`src/rtl/register_file_pkg.sv`:
```
// Shared types and helpers for the register file and its clear-sweep controller.
package register_file_pkg;

  typedef enum logic {
    IDLE     = 1'b0,
    CLEARING = 1'b1
  } state_t;

  // Ceiling log2, used to size address ports from DEPTH at elaboration time.
  function automatic int log2(input int value);
    int r;
    r = 0;
    for (int i = 0; i < 31; i++) begin
      if ((1 << i) < value) r = i + 1;
    end
    return r;
  endfunction

endpackage

```
`src/rtl/register_file_clear_ctrl.sv`:
```
// Clear-sweep controller: walks every register once, zeroing one entry per
// cycle, and reports busy for the whole sweep.
module register_file_clear_ctrl
  import register_file_pkg::*;
#(
  parameter  int DEPTH = 8,
  localparam int AW    = log2(DEPTH)
) (
  input  logic          clk,
  input  logic          resetN,
  input  logic          clear,
  output logic          busy,
  output logic          sweep_we,
  output logic [AW-1:0] sweep_addr
);

  localparam logic [AW-1:0] LAST = AW'(DEPTH - 1);

  state_t        state_q, state_d;
  logic [AW-1:0] cnt_q, cnt_d;

  always_comb begin
    // NOTE: defaults first so every path assigns the next state; no latches.
    state_d = state_q;
    cnt_d   = cnt_q;
    case (state_q)
      IDLE: begin
        if (clear) begin
          state_d = CLEARING;
          cnt_d   = '0;
        end
      end
      CLEARING: begin
        cnt_d = cnt_q + AW'(1);
        if (cnt_q == LAST) state_d = IDLE;
      end
      default: state_d = IDLE;
    endcase
  end

  always_ff @(posedge clk or negedge resetN) begin
    // NOTE: non-blocking assignments so every flop samples pre-edge values.
    if (!resetN) begin
      state_q <= IDLE;
      cnt_q   <= '0;
    end else begin
      state_q <= state_d;
      cnt_q   <= cnt_d;
    end
  end

  assign busy       = (state_q == CLEARING);
  assign sweep_we   = busy;
  assign sweep_addr = cnt_q;

endmodule

```
`src/rtl/register_file.sv`:
```
// Two-read, one-write register file with byte enables, optional write-to-read
// forwarding, and a multi-cycle clear sweep.
module register_file
  import register_file_pkg::*;
#(
  parameter  int WIDTH  = 32,
  parameter  int DEPTH  = 8,
  parameter  int BYPASS = 1,
  localparam int AW     = log2(DEPTH),
  localparam int NB     = WIDTH / 8
) (
  input  logic             clk,
  input  logic             resetN,
  input  logic             writeEnable,
  input  logic [AW-1:0]    writeAddr,
  input  logic [WIDTH-1:0] write,
  input  logic [NB-1:0]    byteEnable,
  input  logic             clear,
  input  logic [AW-1:0]    readAddrA,
  input  logic [AW-1:0]    readAddrB,
  output logic [WIDTH-1:0] readA,
  output logic [WIDTH-1:0] readB,
  output logic             busy
);

  localparam bit BYPASS_EN = (BYPASS != 0);

  logic [WIDTH-1:0] mem_q [DEPTH];
  logic [WIDTH-1:0] wr_merged_d;
  logic             wr_fire;
  logic             sweep_we;
  logic [AW-1:0]    sweep_addr;

  register_file_clear_ctrl #(
    .DEPTH (DEPTH)
  ) u_clear_ctrl (
    .clk        (clk),
    .resetN     (resetN),
    .clear      (clear),
    .busy       (busy),
    .sweep_we   (sweep_we),
    .sweep_addr (sweep_addr)
  );

  // A clear request or an active sweep both swallow the write.
  assign wr_fire = writeEnable && !clear && !busy;

  always_comb begin
    wr_merged_d = mem_q[writeAddr];
    for (int b = 0; b < NB; b++) begin
      if (byteEnable[b]) wr_merged_d[8*b +: 8] = write[8*b +: 8];
    end
  end

  always_ff @(posedge clk or negedge resetN) begin
    // NOTE: the array is reset on purpose; reads must return 0 right after reset.
    if (!resetN) begin
      for (int i = 0; i < DEPTH; i++) mem_q[i] <= '0;
    end else if (sweep_we) begin
      mem_q[sweep_addr] <= '0;
    end else if (wr_fire) begin
      mem_q[writeAddr] <= wr_merged_d;
    end
  end

  assign readA = (BYPASS_EN && wr_fire && (readAddrA == writeAddr)) ? wr_merged_d
                                                                    : mem_q[readAddrA];
  assign readB = (BYPASS_EN && wr_fire && (readAddrB == writeAddr)) ? wr_merged_d
                                                                    : mem_q[readAddrB];

endmodule
```
`config.mk`:
```
export PLATFORM = sky130hd
export DESIGN_NAME = register_file
export DESIGN_NICKNAME = d
export VERILOG_FILES = /design/src/rtl/register_file_pkg.sv /design/src/rtl/register_file_clear_ctrl.sv /design/src/rtl/register_file.sv
export SDC_FILE = /design/constraint.sdc
export NUM_CORES = 1
export LEC_CHECK = 0
export CAP_MARGIN = 10
export CORE_UTILIZATION = 45
export CTS_CLUSTER_DIAMETER = 200
export DETAILED_ROUTE_END_ITERATION = 12
export SYNTH_ARGS = -nofsm -noshare
export SYNTH_HDL_FRONTEND = slang
export SYNTH_HIERARCHICAL = 1
export SYNTH_SLANG_ARGS = --single-unit
```
`constraint.sdc`:
```
create_clock -name clk -period 3.5 [get_ports clk]
set_clock_uncertainty 0.15 [all_clocks]
set_input_delay 0.7 -clock clk [delete_from_list [all_inputs] [get_ports clk]]
set_output_delay 0.7 -clock clk [all_outputs]
set_load 0.02 [all_outputs]
```
==> results_dict.tcl, run 1 <==
set metrics [dict create \
    status "complete, but fails checks" \
    violations "negative hold slack" \
    final.fill_count 3009 \
    synth_adder_area_share_pct 0.150 \
    ant_nets 0 \
    placed_area_sq_um 19900 \
    synthMuxAreaShare_pct 26.5 \
    fin_tns_setup_ps 0 \
    p_leak_nw 9.69 \
    cp_max_fo 8 \
    period_needed_ps 3430 \
    place_congestion 0.901 \
    pre_cts_ws_ps -406 \
    fmax_ghz 0.291 \
    rrSetupSlack_ps 610 \
    num_vias 14300 \
    clk_pin_slew_ps 60 \
    routed_wl_mm 61.7 \
    multi_input_area_sq_um 9530 \
    dr.pass1.iters 5 \
    fp.dieW_um 194 \
    drt-initial-drc-count 1468 \
    portBuffers 113 \
    dp_hpwl_mm 39.4 \
    hold_ws_ps -27.3 \
    synth.ff_latch_count 260 \
    timing.rr.start "u_clear_ctrl/busy" \
    ios 114 \
    regArea_sq_um 6510 \
    yosysTopAreaCellShare_pct 39.1 \
    core_sq_um 36500 \
    synth_top_family_by_area "multiplexers" \
    final_area_sq_um 21100 \
    drive_gt1_share_pct 32.5 \
    r2r_end "mem_q[106]" \
    area_growth_pct 26.5 \
    cts-root-buf "clkbuf_16" \
    worstSkewPairLatency_ps 560 \
    start_util_pct 45.6 \
    seqPwrFrac_pct 36.0 \
    yosysWarnings 6 \
    layout_commonest_cell "dfrtp_1" \
    start_kind "input port" \
    synth_xor_area_share_pct 0.316 \
    end_kind "primary output" \
    synth_area_leaders "dfrtp_1, mux4_2, a22o_1" \
    combPwrFrac_pct 26.5 \
    drc 0 \
    grt_start_max_net_pins 83 \
    synthDistinctLibCells 55 \
    final-setup-viol-count 0 \
    gr-total-overflow 0 \
    final_cell_mix "dfrtp_1, a22o_1, buf_4, mux4_2, nand2_1" \
    netlist_area_sq_um 16700 \
    rsz0062_at_grt "false" \
    fin_ws_ps 66.5 \
    hold_class "input port to asynchronous set/reset pin" \
    swShare_pct 33.0 \
    cts.sinks 260 \
    power_per_cell_area_nw_per_um2 426 \
    htree_num_levels 1 \
    critPathKind "input port to primary output" \
    p_int_mw 6.02 \
    async_flop_share_pct 100 \
    clock_path_buffers 3 \
    avgSynthCellArea_sq_um 12.1 \
    drt-wirelength-per-cell_um 29.6 \
    synthSimpleGateAreaFrac_pct 4.90 \
    finalHoldViolCount 9 \
    num_rows 70 \
    reg2regPathDepth 7 \
    yosys_most_used_dff "dfrtp_1" \
    crit_required_ps 2650 \
    final_max_slew_viol_count 0 \
    finalCritPeriodShare_pct 98.1 \
    synth.largest_area_cell "dfrtp_1" \
    synth_nets 1424 \
    viasPerCell 6.87 \
    cts_tree "done" \
    numCtsBuffers 30 \
    drv_cap 0 \
    synth_cells 1373 \
    antenna_found_initial 0 \
    total_power_mw 8.98 \
    yosysSeqAreaShare_pct 39.1 \
    first_global_vias 14500 \
    synth-edff-count 0 \
    layout.nets 1648 \
    max_slew_margin_pct 17.0 \
    grt_pass1_wl_mm 93.0 \
    die_h_um 194 \
    ir_drop_mv 0.483 \
    p_sw_mw 2.96 \
    diodes 0 \
    grt_usage_pct 32.9 \
    tightest_slew_ps 1240 \
    dieArea_sq_um 37800 \
    clockPowerShare_pct 37.5 \
    synth_compound_area_share_pct 24.2 \
    arrival_ps 2580 \
]
-- registers in the layout, indices dropped and copies added (netlist names) --
name / count
mem_q: 256
u_clear_ctrl/busy: 1
u_clear_ctrl/sweep_addr: 3
-- layer usage --
metal / wire, um / global-route usage (%)
met5: 0 / 0
met1: 25400 / 46.6
met2: 27600 / 50.2
met4: 2650 / 13.4
met3: 6100 / 5.76
-- through the flow --
step,cells,util [%]
6_report,2088,57.7
5_1_grt,2088,57.7
4_1_cts,2086,57.6
3_5_place_dp,2027,54.6
3_3_place_gp,2027,54.6
2_1_floorplan,1373,-
-- worst max path at each step --
stage                             from        end  slack (ps)  cells past startpoint
after floorplan           writeAddr[1]  readB[26]         250                      7
after global placement    writeAddr[0]   readA[7]        -400                      9
after detailed placement  writeAddr[0]  readA[25]        -410                      8
after CTS                  writeEnable   readB[6]         0.4                      8
after global routing      writeAddr[0]   readB[9]           2                      9
final                     writeAddr[0]  readA[25]          70                     10
-- logic make-up after synthesis --
logic type,count (synthesis)
compound gates,493
mux,273
flops,260
simple gates,176
buf+inv,163
xor+xnor,6
fa+ha+maj,2
-- area by class of cell --
class | instances | area share, %
sequential | 260 | 30.9
clock inverter | 6 | 0.499
timing repair buffer | 336 | 15.7
multi-input combinational | 950 | 45.2
tap | 468 | 2.78
inverter | 19 | 0.362
clock buffer | 49 | 4.53
-- synth_stat cells, drive strengths merged (6+ instances only) --
cell type,count
a211oi,13
a21oi,55
a221o,15
a221oi,17
a22o,235
a22oi,12
a2bb2oi,11
a31oi,6
a32oi,8
and2,6
buf,97
clkbuf,47
dfrtp,260
inv,19
mux2,39
mux2i,103
mux4,131
nand2,109
nand2b,6
nand3,6
nand3b,8
nor2,19
nor2b,8
o21a,46
o21ai,62
xnor2,6
-- power groups by stage --
stage	clock network (mW)	registers (mW)	logic (mW)
2_1_floorplan	0	3.27	1.10
3_3_place_gp	0	3.27	2.32
3_5_place_dp	0	3.28	2.34
4_1_cts	3.39	3.23	2.34
5_1_grt	3.51	3.24	2.46
6_report	3.37	3.23	2.38
-- worst max-delay path, cell delays in order --
cell           delay, ps
buf_6                140
buf_4                170
nor2_1                60
buf_4                160
buf_4                150
a22oi_1              290
o21ai_0              180
a2bb2oi_2            250
o21a_1               160
dlygate4sd2_1        330
-- repair_timing --
| action | 4_1_cts | 5_1_grt |
|---|---|---|
| gates cloned | 1 | 0 |
| pin swaps | 2 | 4 |
| setup endpoints to repair | 64 | 48 |
| hold buffers | 0 | 0 |
| setup buffers | 3 | 2 |
| resized for setup | 85 | 55 |
Power figures use the tool's default switching activity.
==> run 2, diff against run 1 <==
- SLEW_MARGIN: not set -> 30
- TNS_END_PERCENT: not set -> 10
==> run 2 against run 1 <==
  * The run ends with negative hold slack, negative setup slack left
  * First-iteration DRC count decreased by 9.3%
  * Sequential share of layout area shrank 0.22 points
  * Total power up 2.3%
  * Sequential cell count is the same
  * Worst setup slack got worse by 110 ps
  * Fmax fell by 3.0%
  * Via count rose by 0.55%
  * Register-to-register slack improved by 100 ps
  * Core utilization grew 0.42 points
  * Cell count is 0.19% higher
  * Critical endpoint is now readA[5]
  * Largest cell class unchanged
==> results_dict.tcl, run 2 (synthesis results as in run 1) <==
set metrics [dict create \
    rsz0062_at_grt "true" \
    final.fill_count 2998 \
    top_register "mem_q" \
    grt_use_met1_pct 46.1 \
    cts_tree "done" \
    timing.rr.start "u_clear_ctrl/busy" \
    regArea_sq_um 6510 \
    start_util_pct 45.6 \
    antenna_found_initial 0 \
    place_congestion 0.901 \
    numCtsBuffers 31 \
    busiest_layer "met2" \
    drt-wirelength-per-cell_um 29.7 \
    fin_tns_setup_ps -145 \
    gr-total-overflow 0 \
    max_slew_margin_pct 27.0 \
    hold_ws_ps -24.1 \
    place_inst 2030 \
    num_rows 70 \
    portBuffers 113 \
    finalHoldViolCount 11 \
    num_vias 14400 \
    multi_input_area_sq_um 9550 \
    viasPerCell 6.90 \
    power_per_cell_area_nw_per_um2 433 \
    critPathKind "input port to primary output" \
    crit_required_ps 2650 \
    htree_num_levels 1 \
    tightest_slew_ps 1090 \
    dieArea_sq_um 37800 \
    status "complete, but fails checks" \
    layout.nets 1651 \
    cts-root-buf "clkbuf_16" \
    final_max_slew_viol_count 0 \
    layout_commonest_cell "dfrtp_1" \
    start_kind "input port" \
    drt-initial-drc-count 1331 \
    violations "negative hold slack, negative setup slack" \
    grt_usage_pct 32.9 \
    period_needed_ps 3540 \
    diodes 0 \
    end_kind "primary output" \
    final_cell_mix "dfrtp_1, a22o_1, buf_4, mux4_2, nand2_1" \
    finalCritPeriodShare_pct 101 \
    p_leak_nw 9.88 \
    rrSetupSlack_ps 710 \
    core_sq_um 36500 \
    worstSkewPairLatency_ps 570 \
    dr.pass1.iters 8 \
    fmax_ghz 0.282 \
    fin_cells 2092 \
    postCtsHoldBufs 0 \
    r2r_end "mem_q[154]" \
    grt_start_max_net_pins 83 \
    drive_gt1_share_pct 32.6 \
    ios 114 \
    reg2regPathDepth 8 \
    final-setup-viol-count 6 \
    drc 0 \
    area_growth_pct 27.4 \
    arrival_ps 2690 \
    ir_drop_mv 0.341 \
    hold_class "input port to asynchronous set/reset pin" \
    pre_cts_ws_ps -418 \
    use_met3_pct 6.06 \
    met2_usage_pct 50.8 \
    die_h_um 194 \
    cp_max_fo 15 \
    largest_register_ffs 256 \
    first_global_vias 14500 \
    drv_cap 0 \
    grt_pass1_wl_mm 93.0 \
    clk_pin_slew_ps 70 \
    routed_wl_mm 62.1 \
    fin_ws_ps -40.0 \
    post-route-util_pct 58.1 \
    ant_nets 0 \
    dp_hpwl_mm 39.8 \
    fp.dieW_um 194 \
    clock_path_buffers 3 \
    cts.sinks 260 \
]
==> run 2: cell types whose count changed in the layout (fill, tap and decap cells not counted), sizes merged <==
cell	previous run	this run
dlymetal6s2s	1	7
buf	232	235
clkinvlp	0	3
clkdlybuf4s15	18	5
inv	19	20
bufinv	3	6
clkbuf	64	52
clkinv	3	5
clkdlybuf4s50	38	39
dlygate4sd2	31	41
==> run 2: where the power goes <==
part           switching [mW]  internal [mW]  leakage (nW)
clock                    1.35           2.16         0.529
combinational            1.56          0.893          5.73
sequential              0.120           3.11          3.62
==> run 2: worst max-delay path, stage by stage <==
cell             delay (ps)
clkdlybuf4s50_1         460
nor3b_2                 160
buf_4                   150
nand4_1                 240
buf_4                   270
clkbuf_16               180
nand2_1                  70
o21a_1                  120
dlygate4sd2_1           320
==> run 2: metrics by stage <==
step	total power [mW]	cell area, sq um	hold WS (ps)
after floorplan	4.37	16700	254
after global placement	5.60	19900	355
after detailed placement	5.67	20000	370
after CTS	9.15	21100	5.42
after global routing	9.43	21200	36.9
final	9.19	21200	-24.1
==> run 2: area by class of cell <==
type	instances	area share [%]
clock buffer	42	4.04
clock inverter	15	1.17
inverter	19	0.348
multi-input combinational	950	45.0
sequential	260	30.7
tap	468	2.76
timing repair buffer	338	16.0
==> run 2: repair_timing <==
item                                    4_1_cts  5_1_grt
endpoints found under the setup margin       64       57
setup buffers                                 2        1
pin swaps                                     1        4
gates cloned                                  1        1
gates resized for setup                      76       39
==> run 2: worst max path at each step <==
stage,from,end,cells past startpoint
floorplan,writeAddr[1],readB[26],7
global placement,writeAddr[0],readA[7],9
detailed placement,writeAddr[0],readA[25],8
CTS,writeAddr[0],readA[13],8
global route,writeEnable,readA[9],9
finish,writeEnable,readA[5],9
==> run 2: routing by layer <==
layer | wire length (um) | vias up
met5 | 0 | -
met4 | 2480 | 0
met3 | 6180 | 144
met2 | 28500 | 920
met1 | 25000 | 7418
li1 | - | 5946
